<file path="src/rtl/rv_fetch_pkg.sv">
// Shared fetch-path definitions: halfword width, RVC length decode and aligner states.
package rv_fetch_pkg;

  localparam int unsigned HwWidth = 16;

  // Low two bits of a halfword equal to this mark a 32-bit instruction.
  localparam logic [1:0] RvcLen32 = 2'b11;

  typedef enum logic [0:0] {
    StRun,
    StSkipLo
  } fetch_state_e;

endpackage

</file>
<file path="src/rtl/hw_queue.sv">
// Three-entry halfword FIFO; entry 0 is the head. Pops apply before pushes in the same cycle.
module hw_queue
  import rv_fetch_pkg::*;
(
  input  logic               clk,
  input  logic               rst_n,
  input  logic               clr,
  input  logic               push1,
  input  logic               push2,
  input  logic [HwWidth-1:0] push_lo,
  input  logic [HwWidth-1:0] push_hi,
  input  logic               pop1,
  input  logic               pop2,
  output logic [HwWidth-1:0] head,
  output logic [HwWidth-1:0] next,
  output logic [1:0]         count
);

  logic [HwWidth-1:0] mem_q [3];
  logic [HwWidth-1:0] mem_d [3];
  logic [1:0]         count_q, count_d;
  logic [1:0]         pop_n;
  logic [1:0]         base;

  always_comb begin
    pop_n = pop2 ? 2'd2 : (pop1 ? 2'd1 : 2'd0);
    base  = count_q - pop_n;
    mem_d = mem_q;
    unique case (pop_n)
      2'd1: begin
        mem_d[0] = mem_q[1];
        mem_d[1] = mem_q[2];
        mem_d[2] = '0;
      end
      2'd2: begin
        mem_d[0] = mem_q[2];
        mem_d[1] = '0;
        mem_d[2] = '0;
      end
      default: ;
    endcase
    // Appends land right after the surviving entries.
    for (int i = 0; i < 3; i++) begin
      if ((push1 || push2) && base == 2'(i)) mem_d[i] = push_lo;
      if (push2 && (base + 2'd1) == 2'(i)) mem_d[i] = push_hi;
    end
    count_d = base + (push2 ? 2'd2 : (push1 ? 2'd1 : 2'd0));
    if (clr) count_d = 2'd0;
  end

  always_ff @(posedge clk or negedge rst_n) begin
    if (!rst_n) begin
      count_q <= 2'd0;
      for (int i = 0; i < 3; i++) mem_q[i] <= '0;
    end else begin
      count_q <= count_d;
      for (int i = 0; i < 3; i++) mem_q[i] <= mem_d[i];
    end
  end

  assign head  = mem_q[0];
  assign next  = mem_q[1];
  assign count = count_q;

endmodule

</file>
<file path="src/rtl/fetch_aligner.sv">
// Splits 32-bit fetch words into 16/32-bit RISC-V instructions with their PCs.
// Define FETCH_ALIGNER_ILLEGAL_CHK_EN to flag the all-zero 16-bit illegal encoding.
module fetch_aligner
  import rv_fetch_pkg::*;
#(
  parameter logic [31:0] RESET_PC = 32'h0000_0000
) (
  input  logic        clk,
  input  logic        rst_n,
  input  logic        flush,
  input  logic [31:0] flush_pc,
  input  logic        in_valid,
  input  logic [31:0] in_data,
  output logic        in_ready,
  output logic        inst_valid,
  output logic [31:0] inst,
  output logic [31:0] inst_pc,
  output logic        inst_is_c,
  input  logic        inst_ready,
  output logic        inst_illegal
);

  fetch_state_e       state_q, state_d;
  logic [31:0]        pc_q, pc_d;
  logic [HwWidth-1:0] head, next;
  logic [1:0]         count;
  logic               head_is32;
  logic               fire, accept;
  logic               pop1, pop2, push1, push2;
  logic [1:0]         popped;
  logic [HwWidth-1:0] push_lo;

  assign head_is32  = (head[1:0] == RvcLen32);
  assign inst_valid = ((count >= 2'd1) && !head_is32) || (count >= 2'd2);
  assign fire       = inst_valid && inst_ready && !flush;
  assign pop2       = fire && head_is32;
  assign pop1       = fire && !head_is32;
  assign popped     = pop2 ? 2'd2 : (pop1 ? 2'd1 : 2'd0);
  assign in_ready   = !flush && ((3'(count) - 3'(popped)) <= 3'd1);
  assign accept     = in_valid && in_ready;
  assign push2      = accept && (state_q == StRun);
  assign push1      = accept && (state_q == StSkipLo);
  assign push_lo    = (state_q == StSkipLo) ? in_data[31:16] : in_data[15:0];

  hw_queue u_queue (
    .clk     (clk),
    .rst_n   (rst_n),
    .clr     (flush),
    .push1   (push1),
    .push2   (push2),
    .push_lo (push_lo),
    .push_hi (in_data[31:16]),
    .pop1    (pop1),
    .pop2    (pop2),
    .head    (head),
    .next    (next),
    .count   (count)
  );

  always_comb begin
    state_d = state_q;
    pc_d    = pc_q;
    if (flush) begin
      state_d = flush_pc[1] ? StSkipLo : StRun;
      pc_d    = {flush_pc[31:1], 1'b0};
    end else begin
      if (accept && state_q == StSkipLo) state_d = StRun;
      if (fire) pc_d = pc_q + (head_is32 ? 32'd4 : 32'd2);
    end
  end

  always_ff @(posedge clk or negedge rst_n) begin
    if (!rst_n) begin
      state_q <= StRun;
      pc_q    <= RESET_PC;
    end else begin
      state_q <= state_d;
      pc_q    <= pc_d;
    end
  end

  // Data outputs read zero whenever no instruction is presented.
  always_comb begin
    inst      = 32'h0;
    inst_is_c = 1'b0;
    if (inst_valid) begin
      inst_is_c = !head_is32;
      inst      = head_is32 ? {next, head} : {16'h0, head};
    end
  end

  assign inst_pc = pc_q;

`ifdef FETCH_ALIGNER_ILLEGAL_CHK_EN
  assign inst_illegal = inst_valid && !head_is32 && (head == 16'h0000);
`else
  assign inst_illegal = 1'b0;
`endif

endmodule

</file>
<file path="config.mk">
export PLATFORM = sky130hd
export DESIGN_NAME = fetch_aligner
export DESIGN_NICKNAME = d
export VERILOG_FILES = /design/src/rtl/rv_fetch_pkg.sv /design/src/rtl/hw_queue.sv /design/src/rtl/fetch_aligner.sv
export SDC_FILE = /design/constraint.sdc
export NUM_CORES = 1
export LEC_CHECK = 0
export ABC_AREA = 1
export BUFFER_PORTS_ARGS = -buffer_cell sky130_fd_sc_hd__buf_4
export CORE_UTILIZATION = 56
export CTS_BUF_LIST = sky130_fd_sc_hd__clkbuf_8
export CTS_CLUSTER_DIAMETER = 100
export DETAILED_ROUTE_END_ITERATION = 8
export GPL_ROUTABILITY_DRIVEN = 1
export PLACE_DENSITY = 0.83
export RECOVER_POWER = 50
export SLEW_MARGIN = 30
export SYNTH_ARGS = -nofsm -noshare
export SYNTH_HDL_FRONTEND = slang
export SYNTH_SLANG_ARGS = --single-unit
</file>
<file path="constraint.sdc">
create_clock -name clk -period 4.48 [get_ports clk]
set_clock_uncertainty 0.2 [all_clocks]
set_input_delay 0.224 -clock clk [delete_from_list [all_inputs] [get_ports clk]]
set_output_delay 0.224 -clock clk [all_outputs]
set_load 0.02 [all_outputs]
</file>
# Yosys cells after proc, flatten, opt, wreduce, memory -nomap -nowiden
# Index checks and enable logic that the tools add are counted.
dict set report word_totals {
  latchBits 0
  rom_bits 0
  reg_bits 83
  out_inout_bits 68
  elab_cells 70
  ram_bits 0
  n_memories 0
}
dict set report classes {
  n_mul 0
  n_mux 22
  reduce_logical 26
  eq_ne 7
  div_mod_pow 0
  n_addsub 5
  n_bitwise 1
  shift 0
  order_cmp 3
}
# operator n
set ops {}
lappend ops {{two-way mux 32 bit} 4}
lappend ops {{two-way mux 16 bit} 7}
lappend ops {{case mux 48 bit (2 select lines)} 1}
lappend ops {{adder 32 x 3 -> 32 bit} 1}
lappend ops {{logical AND 1 bit} 15}
lappend ops {{nonzero test 4 bit} 3}
lappend ops {{== test 2 bit, second input constant} 4}
lappend ops {{== test 2 x 1 -> 1 bit, second input constant} 3}
lappend ops {{two-way mux 1 bit} 6}
lappend ops {{two-way mux 2 bit} 3}
lappend ops {{zero test 2 bit} 2}
lappend ops {{nonzero test 2 bit} 2}
lappend ops {{less-or-equal comparator 3 x 1 -> 1 bit, second input constant} 1}
lappend ops {{two-way mux 3 bit} 1}
lappend ops {{subtractor 2 x 2 -> 3 bit} 1}
lappend ops {{adder 2 x 1 -> 2 bit, second input constant} 1}
lappend ops {{adder 2 bit} 1}
lappend ops {{greater-or-equal comparator 2 x 1 -> 1 bit, second input constant} 1}
lappend ops {{greater-or-equal comparator 2 bit, second input constant} 1}
lappend ops {{zero test 1 bit} 2}
lappend ops {{logical OR 1 bit} 2}
lappend ops {{subtractor 2 bit} 1}
lappend ops {{inverter 1 bit} 1}

# Depth between registers and ports, before layout
dict set report logic_depth {
  word_depth 18
  depth_mapped 21
}

# By module
# A second synthesis with hierarchy kept.
dict set report hier_totals {
  hier_cells 1029
  area_unflattened_um2 6399.9
}
# mod n_inst seq_area_each_um2 area_each_um2 cells_per_inst
set modules_own_cells {}
lappend modules_own_cells {hw_queue 1 1251.2 3364.5 503}
lappend modules_own_cells {fetch_aligner 1 800.8 3035.4 526}

# Least setup slack after synthesis
# Ideal clock, no wire load.
dict set report synth_path {
  kind {flip-flop to flip-flop}
  startpoint {register u_queue.count_q[1], in the netlist u_queue.count[1]}
  endpoint {register u_queue.count_q[1], in the netlist u_queue.count[1]}
  setup_slack_ns 1.162
  path_buffers 3
  arrival_time_ns 2.999
  path_stages_with_launch 20
  t_required_ns 4.161
  cell_sequence {dfrtp_1 -> buf_2 -> inv_2 -> nand2_1 -> nand2_2 -> inv_2 -> nand2_2 -> buf_6 -> nor2_1 -> ha_1 -> fa_1 -> nand3_1 -> a21oi_2 -> buf_2 -> nand2_1 -> nor2_1 -> ha_1 -> nand3_1 -> nand2_1 -> nor2_1}
}
dict set report synth_between {
  elab_chain_len 17
  elab_cells_between_ends 21
}
# item line_no
set synth_lines {}
lappend synth_lines {{start, declared} hw_queue.sv:21} ;# logic [1:0] count_q, count_d;
lappend synth_lines {{start signal, assigned} hw_queue.sv:56} ;# count_q <= count_d;
lappend synth_lines {{greater-or-equal comparator 2 x 1 -> 1 bit} fetch_aligner.sv:34} ;# assign inst_valid = ((count >= 2'd1) && !head_is32) || (count >= 2'd2);
lappend synth_lines {{logical AND 1 bit} fetch_aligner.sv:34}
lappend synth_lines {{logical OR 1 bit (*)} fetch_aligner.sv:34}
lappend synth_lines {{via inst_valid} fetch_aligner.sv:15} ;# output logic inst_valid,
lappend synth_lines {{logical AND 1 bit (*) (2 in series)} fetch_aligner.sv:35} ;# assign fire = inst_valid && inst_ready && !flush;
lappend synth_lines {{logical AND 1 bit} fetch_aligner.sv:37} ;# assign pop1 = fire && !head_is32;
lappend synth_lines {{two-way mux 1 bit} {hw_queue.sv:26, fetch_aligner.sv:38}}
lappend synth_lines {{two-way mux 2 bit (*)} {hw_queue.sv:26, fetch_aligner.sv:38}}
lappend synth_lines {{[... 2 more ...]} -}
lappend synth_lines {{logical AND 1 bit} fetch_aligner.sv:39} ;# assign in_ready = !flush && ((3'(count) - 3'(popped)) <= 3'd1);
lappend synth_lines {{logical AND 1 bit} fetch_aligner.sv:40} ;# assign accept = in_valid && in_ready;
lappend synth_lines {{logical AND 1 bit} fetch_aligner.sv:42} ;# assign push1 = accept && (state_q == StSkipLo);
lappend synth_lines {{two-way mux 1 bit} hw_queue.sv:47} ;# count_d = base + (push2 ? 2'd2 : (push1 ? 2'd1 : 2'd0));
lappend synth_lines {{two-way mux 2 bit} hw_queue.sv:47}
lappend synth_lines {{adder 2 bit (*)} hw_queue.sv:47}
lappend synth_lines {{two-way mux 2 bit (*)} hw_queue.sv:48} ;# if (clr) count_d = 2'd0;
lappend synth_lines {{via u_queue.count_d[1]} hw_queue.sv:21}
# The timed path passes the listed nets; every way through them passes the cells marked *.
# A chain may end at the register's enable or synchronous reset.

# Final worst setup path
dict set report layout_path {
  startpoint {register u_queue.mem_q, in the netlist u_queue.head[1]}
  endpoint {register u_queue.mem_q, in the netlist u_queue.next[0]}
}
dict set report layout_between {
  elab_chain_len 18
  elab_cells_between_ends 29
}
# item line_no
set layout_lines {}
lappend layout_lines {{start, declared} hw_queue.sv:19} ;# logic [HwWidth-1:0] mem_q [3];
lappend layout_lines {{== test 2 bit (*)} fetch_aligner.sv:33} ;# assign head_is32 = (head[1:0] == RvcLen32);
lappend layout_lines {{zero test 1 bit} {fetch_aligner.sv:34, fetch_aligner.sv:37}}
lappend layout_lines {{logical AND 1 bit} fetch_aligner.sv:34}
lappend layout_lines {{logical OR 1 bit} fetch_aligner.sv:34}
lappend layout_lines {{logical AND 1 bit (2 in series)} fetch_aligner.sv:35}
lappend layout_lines {{logical AND 1 bit} fetch_aligner.sv:37}
lappend layout_lines {{two-way mux 1 bit} {hw_queue.sv:26, fetch_aligner.sv:38}}
lappend layout_lines {{two-way mux 2 bit (*)} {hw_queue.sv:26, fetch_aligner.sv:38}}
lappend layout_lines {{subtractor 2 x 2 -> 3 bit} fetch_aligner.sv:39}
lappend layout_lines {{less-or-equal comparator 3 x 1 -> 1 bit} fetch_aligner.sv:39}
lappend layout_lines {{logical AND 1 bit} fetch_aligner.sv:39}
lappend layout_lines {{logical AND 1 bit} fetch_aligner.sv:40}
lappend layout_lines {{logical AND 1 bit, on equally long branches} {fetch_aligner.sv:42, fetch_aligner.sv:41}}
lappend layout_lines {{logical OR 1 bit} hw_queue.sv:44} ;# if ((push1 || push2) && base == 2'(i)) mem_d[i] = push_lo;
lappend layout_lines {{logical AND 1 bit} hw_queue.sv:44}
lappend layout_lines {{two-way mux 16 bit} hw_queue.sv:44}
lappend layout_lines {{two-way mux 16 bit} hw_queue.sv:45} ;# if (push2 && (base + 2'd1) == 2'(i)) mem_d[i] = push_hi;
# Every way passes the cells marked *; elsewhere a longest branch is shown, timed or not. The select of a mux whose other input is x is not followed.

==> metrics <==
status complete, but fails checks; violated checks capacitance limit, slew limit; wire length after detailed routing 18,040 um; count of endpoints failing setup in the final report 0; CTS Buf Count 9; GRT Total Usage 35.64%; async set or reset register ratio after synthesis 100.0%; area of combinational cells with multiple inputs 0.003137 sq mm; detailed-router iteration count before antenna repair 5; CORE AREA 0.009819 sq mm; Detailed Place HPWL 12,200 um; Startpoint Class flop; number of synthesized register bits 82; critical setup path kind flop to flop; # nets final 1,130; GP Congestion 0.9583; worst-case clock buffer depth 2; Chip Height 103.1 um; maximum VDD drop 0.0002670 V; drt via density 5.394; CP dominant cell by count sky130_fd_sc_hd__nand2_1; Critical Path Fanout Max 18; share of the core filled with cells 74.18%; crit path max-delay cell type sky130_fd_sc_hd__fa_1; count of boundary I/O pins 137; arrival time of the worst setup path 3.92 ns; cell breakdown of the critical path nand2_2, nand2_1, nand2_1, nand2_1, inv_2, nand2_2, nor2_1, ha_1, fa_1, inv_1, nor2_2, nand4_4, nand2_2, inv_2, nand3_1, nand2_1, inv_1, nand2_1; sequential share of the synthesized area 35.88%; total negative slack for setup checks 0 ns; required time at the endpoint of the critical path 4.53 ns; Power per Cell Area 459.8 mW/mm^2; floorplan die area 0.01062 sq mm; Max Slew Vio Count 37; type of element capturing the critical path flop; leakage power summed over all cells 3.690 nW; area of the mapped netlist 0.005719 sq mm; maximum number of pins on one net before global-route repair 48; number of synthesized flops with an enable pin 0; largest incremental delay on the critical path 0.53 ns; cell chosen for the clock root sky130_fd_sc_hd__clkbuf_8; Cell Rows 36; commonest cells after routing, fill and taps aside sky130_fd_sc_hd__nand2_1 (364), sky130_fd_sc_hd__buf_4 (108), sky130_fd_sc_hd__nor2_1 (96); post-synthesis instance total 898; vias in the first global route 5,936; Worst Hold Class input pin to flop; max-slew headroom at the worst pin -38.75%; CTS Sinks 82; Resize count post-CTS 0; worst min-delay path startpoint flush_pc[20]; Bufs and invs on worst path 4; setup repair after global routing missed its margin false; number of fill cells in the layout 863; number of levels in the clock H-tree 3; GRT overflow 0; largest area contributor in the netlist sky130_fd_sc_hd__dfrtp_1; Synth Flop Type sky130_fd_sc_hd__dfrtp_1; DRC violation total after the first TritonRoute iteration 501; shortest period the worst path allows 3.870 ns; f_max 258.4 MHz; count of maximum capacitance violations 1; total area of sequential cells 0.002052 sq mm; clock slew at the register clock pins of the worst setup and hold paths 0.09 ns; post-route DRC violation count 0; initial antenna violation count 0; global-route wire length before repair 28,930 um; final routed wire length divided by cell count 15.13 um; Die Width 103.1 um; post-route clock period utilization 86.39%; starting utilization of the core area 58.24%; fraction of synthesized cell area taken by the top area cell type 35.88%; number of inserted diodes 0; dominant delay contributor by cell family on the critical path simple AND/OR/NAND/NOR gates; most common library cell in the layout ignoring fill and taps sky130_fd_sc_hd__nand2_1; worst reg2reg path startpoint u_queue.head[1]; antenna violation net count after detailed routing 0; total of warnings raised by yosys 0; hold buffer count at CTS 43; per-instance average area after synthesis 6.369 sq um; Critical Path Source u_queue.head[1]; number of buffers inserted by post-CTS setup repair 0; # port buffers 133; clk_lat worst skew 0.36 ns; via count 6,430; area growth from synthesis to layout 27.37%; TritonCTS clock tree built; count of distinct cell types in the synthesized netlist 40; slew at the pin closest to its max-slew limit 2.081 ns; slack of the worst reg-to-reg path 0.61 ns; synth top area cells sky130_fd_sc_hd__dfrtp_1 (36%), sky130_fd_sc_hd__nand2_1 (24%), sky130_fd_sc_hd__nand3_1 (7.1%); Fin. Hold Viols 0; proportion of layout cells with a drive suffix above 1 14.35%
[layer usage]
layer,share of wire [%],vias to the layer above,GRT usage (%)
met4,1.2,0,9.751
met5,0,-,0
met3,12,20,11.46
met1,43,2921,48.99
met2,44,328,54.10
li1,-,3161,-
[through the flow]
| stage | worst slack, ns | total power, mW | instances | hold slack [ns] | cell area, sq um |
|---|---|---|---|---|---|
| after CTS | 0.7252 | 3.378 | 1192 | 0.002741 | 7413 |
| final | 0.6099 | 3.350 | 1192 | 0.005260 | 7284 |
| after floorplan | 1.162 | 2.241 | 899 | -0.2716 | 5723 |
| after global routing | 0.3767 | 3.609 | 1192 | 0.009020 | 7284 |
| after global placement | 0.7747 | 2.696 | 1133 | 0.01304 | 6754 |
| after detailed placement | 0.7546 | 2.734 | 1133 | 0.01396 | 6758 |
[synthesized netlist by cell type, types with 2 or more instances]
cell type / number
sky130_fd_sc_hd__o21ai_0: 23
sky130_fd_sc_hd__o21ai_1: 13
sky130_fd_sc_hd__nand4_1: 36
sky130_fd_sc_hd__nand2_2: 4
sky130_fd_sc_hd__xnor2_1: 3
sky130_fd_sc_hd__nor2_1: 96
sky130_fd_sc_hd__or2_2: 3
sky130_fd_sc_hd__buf_2: 14
sky130_fd_sc_hd__clkbuf_1: 16
sky130_fd_sc_hd__buf_1: 5
sky130_fd_sc_hd__nand2_1: 363
sky130_fd_sc_hd__a21oi_1: 9
sky130_fd_sc_hd__nand3b_1: 5
sky130_fd_sc_hd__nor3_1: 9
sky130_fd_sc_hd__ha_1: 5
sky130_fd_sc_hd__clkinv_1: 2
sky130_fd_sc_hd__inv_2: 12
sky130_fd_sc_hd__o211ai_1: 5
sky130_fd_sc_hd__o21bai_1: 4
sky130_fd_sc_hd__nand3_1: 81
sky130_fd_sc_hd__inv_1: 75
sky130_fd_sc_hd__buf_6: 2
sky130_fd_sc_hd__fa_1: 2
sky130_fd_sc_hd__xor2_1: 8
sky130_fd_sc_hd__nor2_4: 2
sky130_fd_sc_hd__a31oi_1: 3
sky130_fd_sc_hd__dfrtp_1: 82
sky130_fd_sc_hd__buf_4: 4
[cell families after synthesis]
group                    Yosys count  share of synthesized area [%]
AND/OR/NAND/NOR                  605                          45.07
buffers and inverters            130                          9.363
flip-flops                        82                          35.88
AO/OA/AOI/OAI                     62                          6.148
XOR/XNOR                          11                          1.685
adder cells (fa/ha/maj)            7                          1.794
other                              1                        0.06557
[where the power goes]
| group | internal (mW) | switching (mW) | total [mW] |
|---|---|---|---|
| Combinational | 0.525 | 0.943 | 1.47 |
| Clock | 0.319 | 0.300 | 0.619 |
| Sequential | 1.01 | 0.256 | 1.26 |
| Total | 1.85 | 1.50 | 3.35 |
[sequential cells by signal (all words and copies together), names as in the netlist]
signal         cells
inst_pc           31
u_queue.head      16
u_queue.mem_q     16
u_queue.next      16
u_queue.count      2
state_q            1
[area by class of cell]
cell class / count / area share [%]
multi-input cells: 687 / 43.06
clock buffers: 9 / 1.700
flip-flops and latches: 82 / 28.17
inverters: 89 / 4.586
well taps: 133 / 2.284
repair buffers: 185 / 18.81
clock inverters: 7 / 1.391
[final timing paths]
kind                                   end  cells after the start
min in group asynchronous       inst_pc[9]                      2
min reg2reg                u_queue.head[6]                      2
max                        u_queue.next[0]                     18
max reg2reg                u_queue.next[0]                     18
max in group asynchronous  u_queue.next[1]                      3
min                            inst_pc[20]                      5
[worst min-delay path: stages]
cell                      delay [ns]
sky130_fd_sc_hd__buf_4          0.08
sky130_fd_sc_hd__nor2_1         0.03
sky130_fd_sc_hd__nor2_1         0.09
sky130_fd_sc_hd__nand2_1        0.06
sky130_fd_sc_hd__nand2_1        0.05
Note: power is estimated with default switching activity, not from simulation.
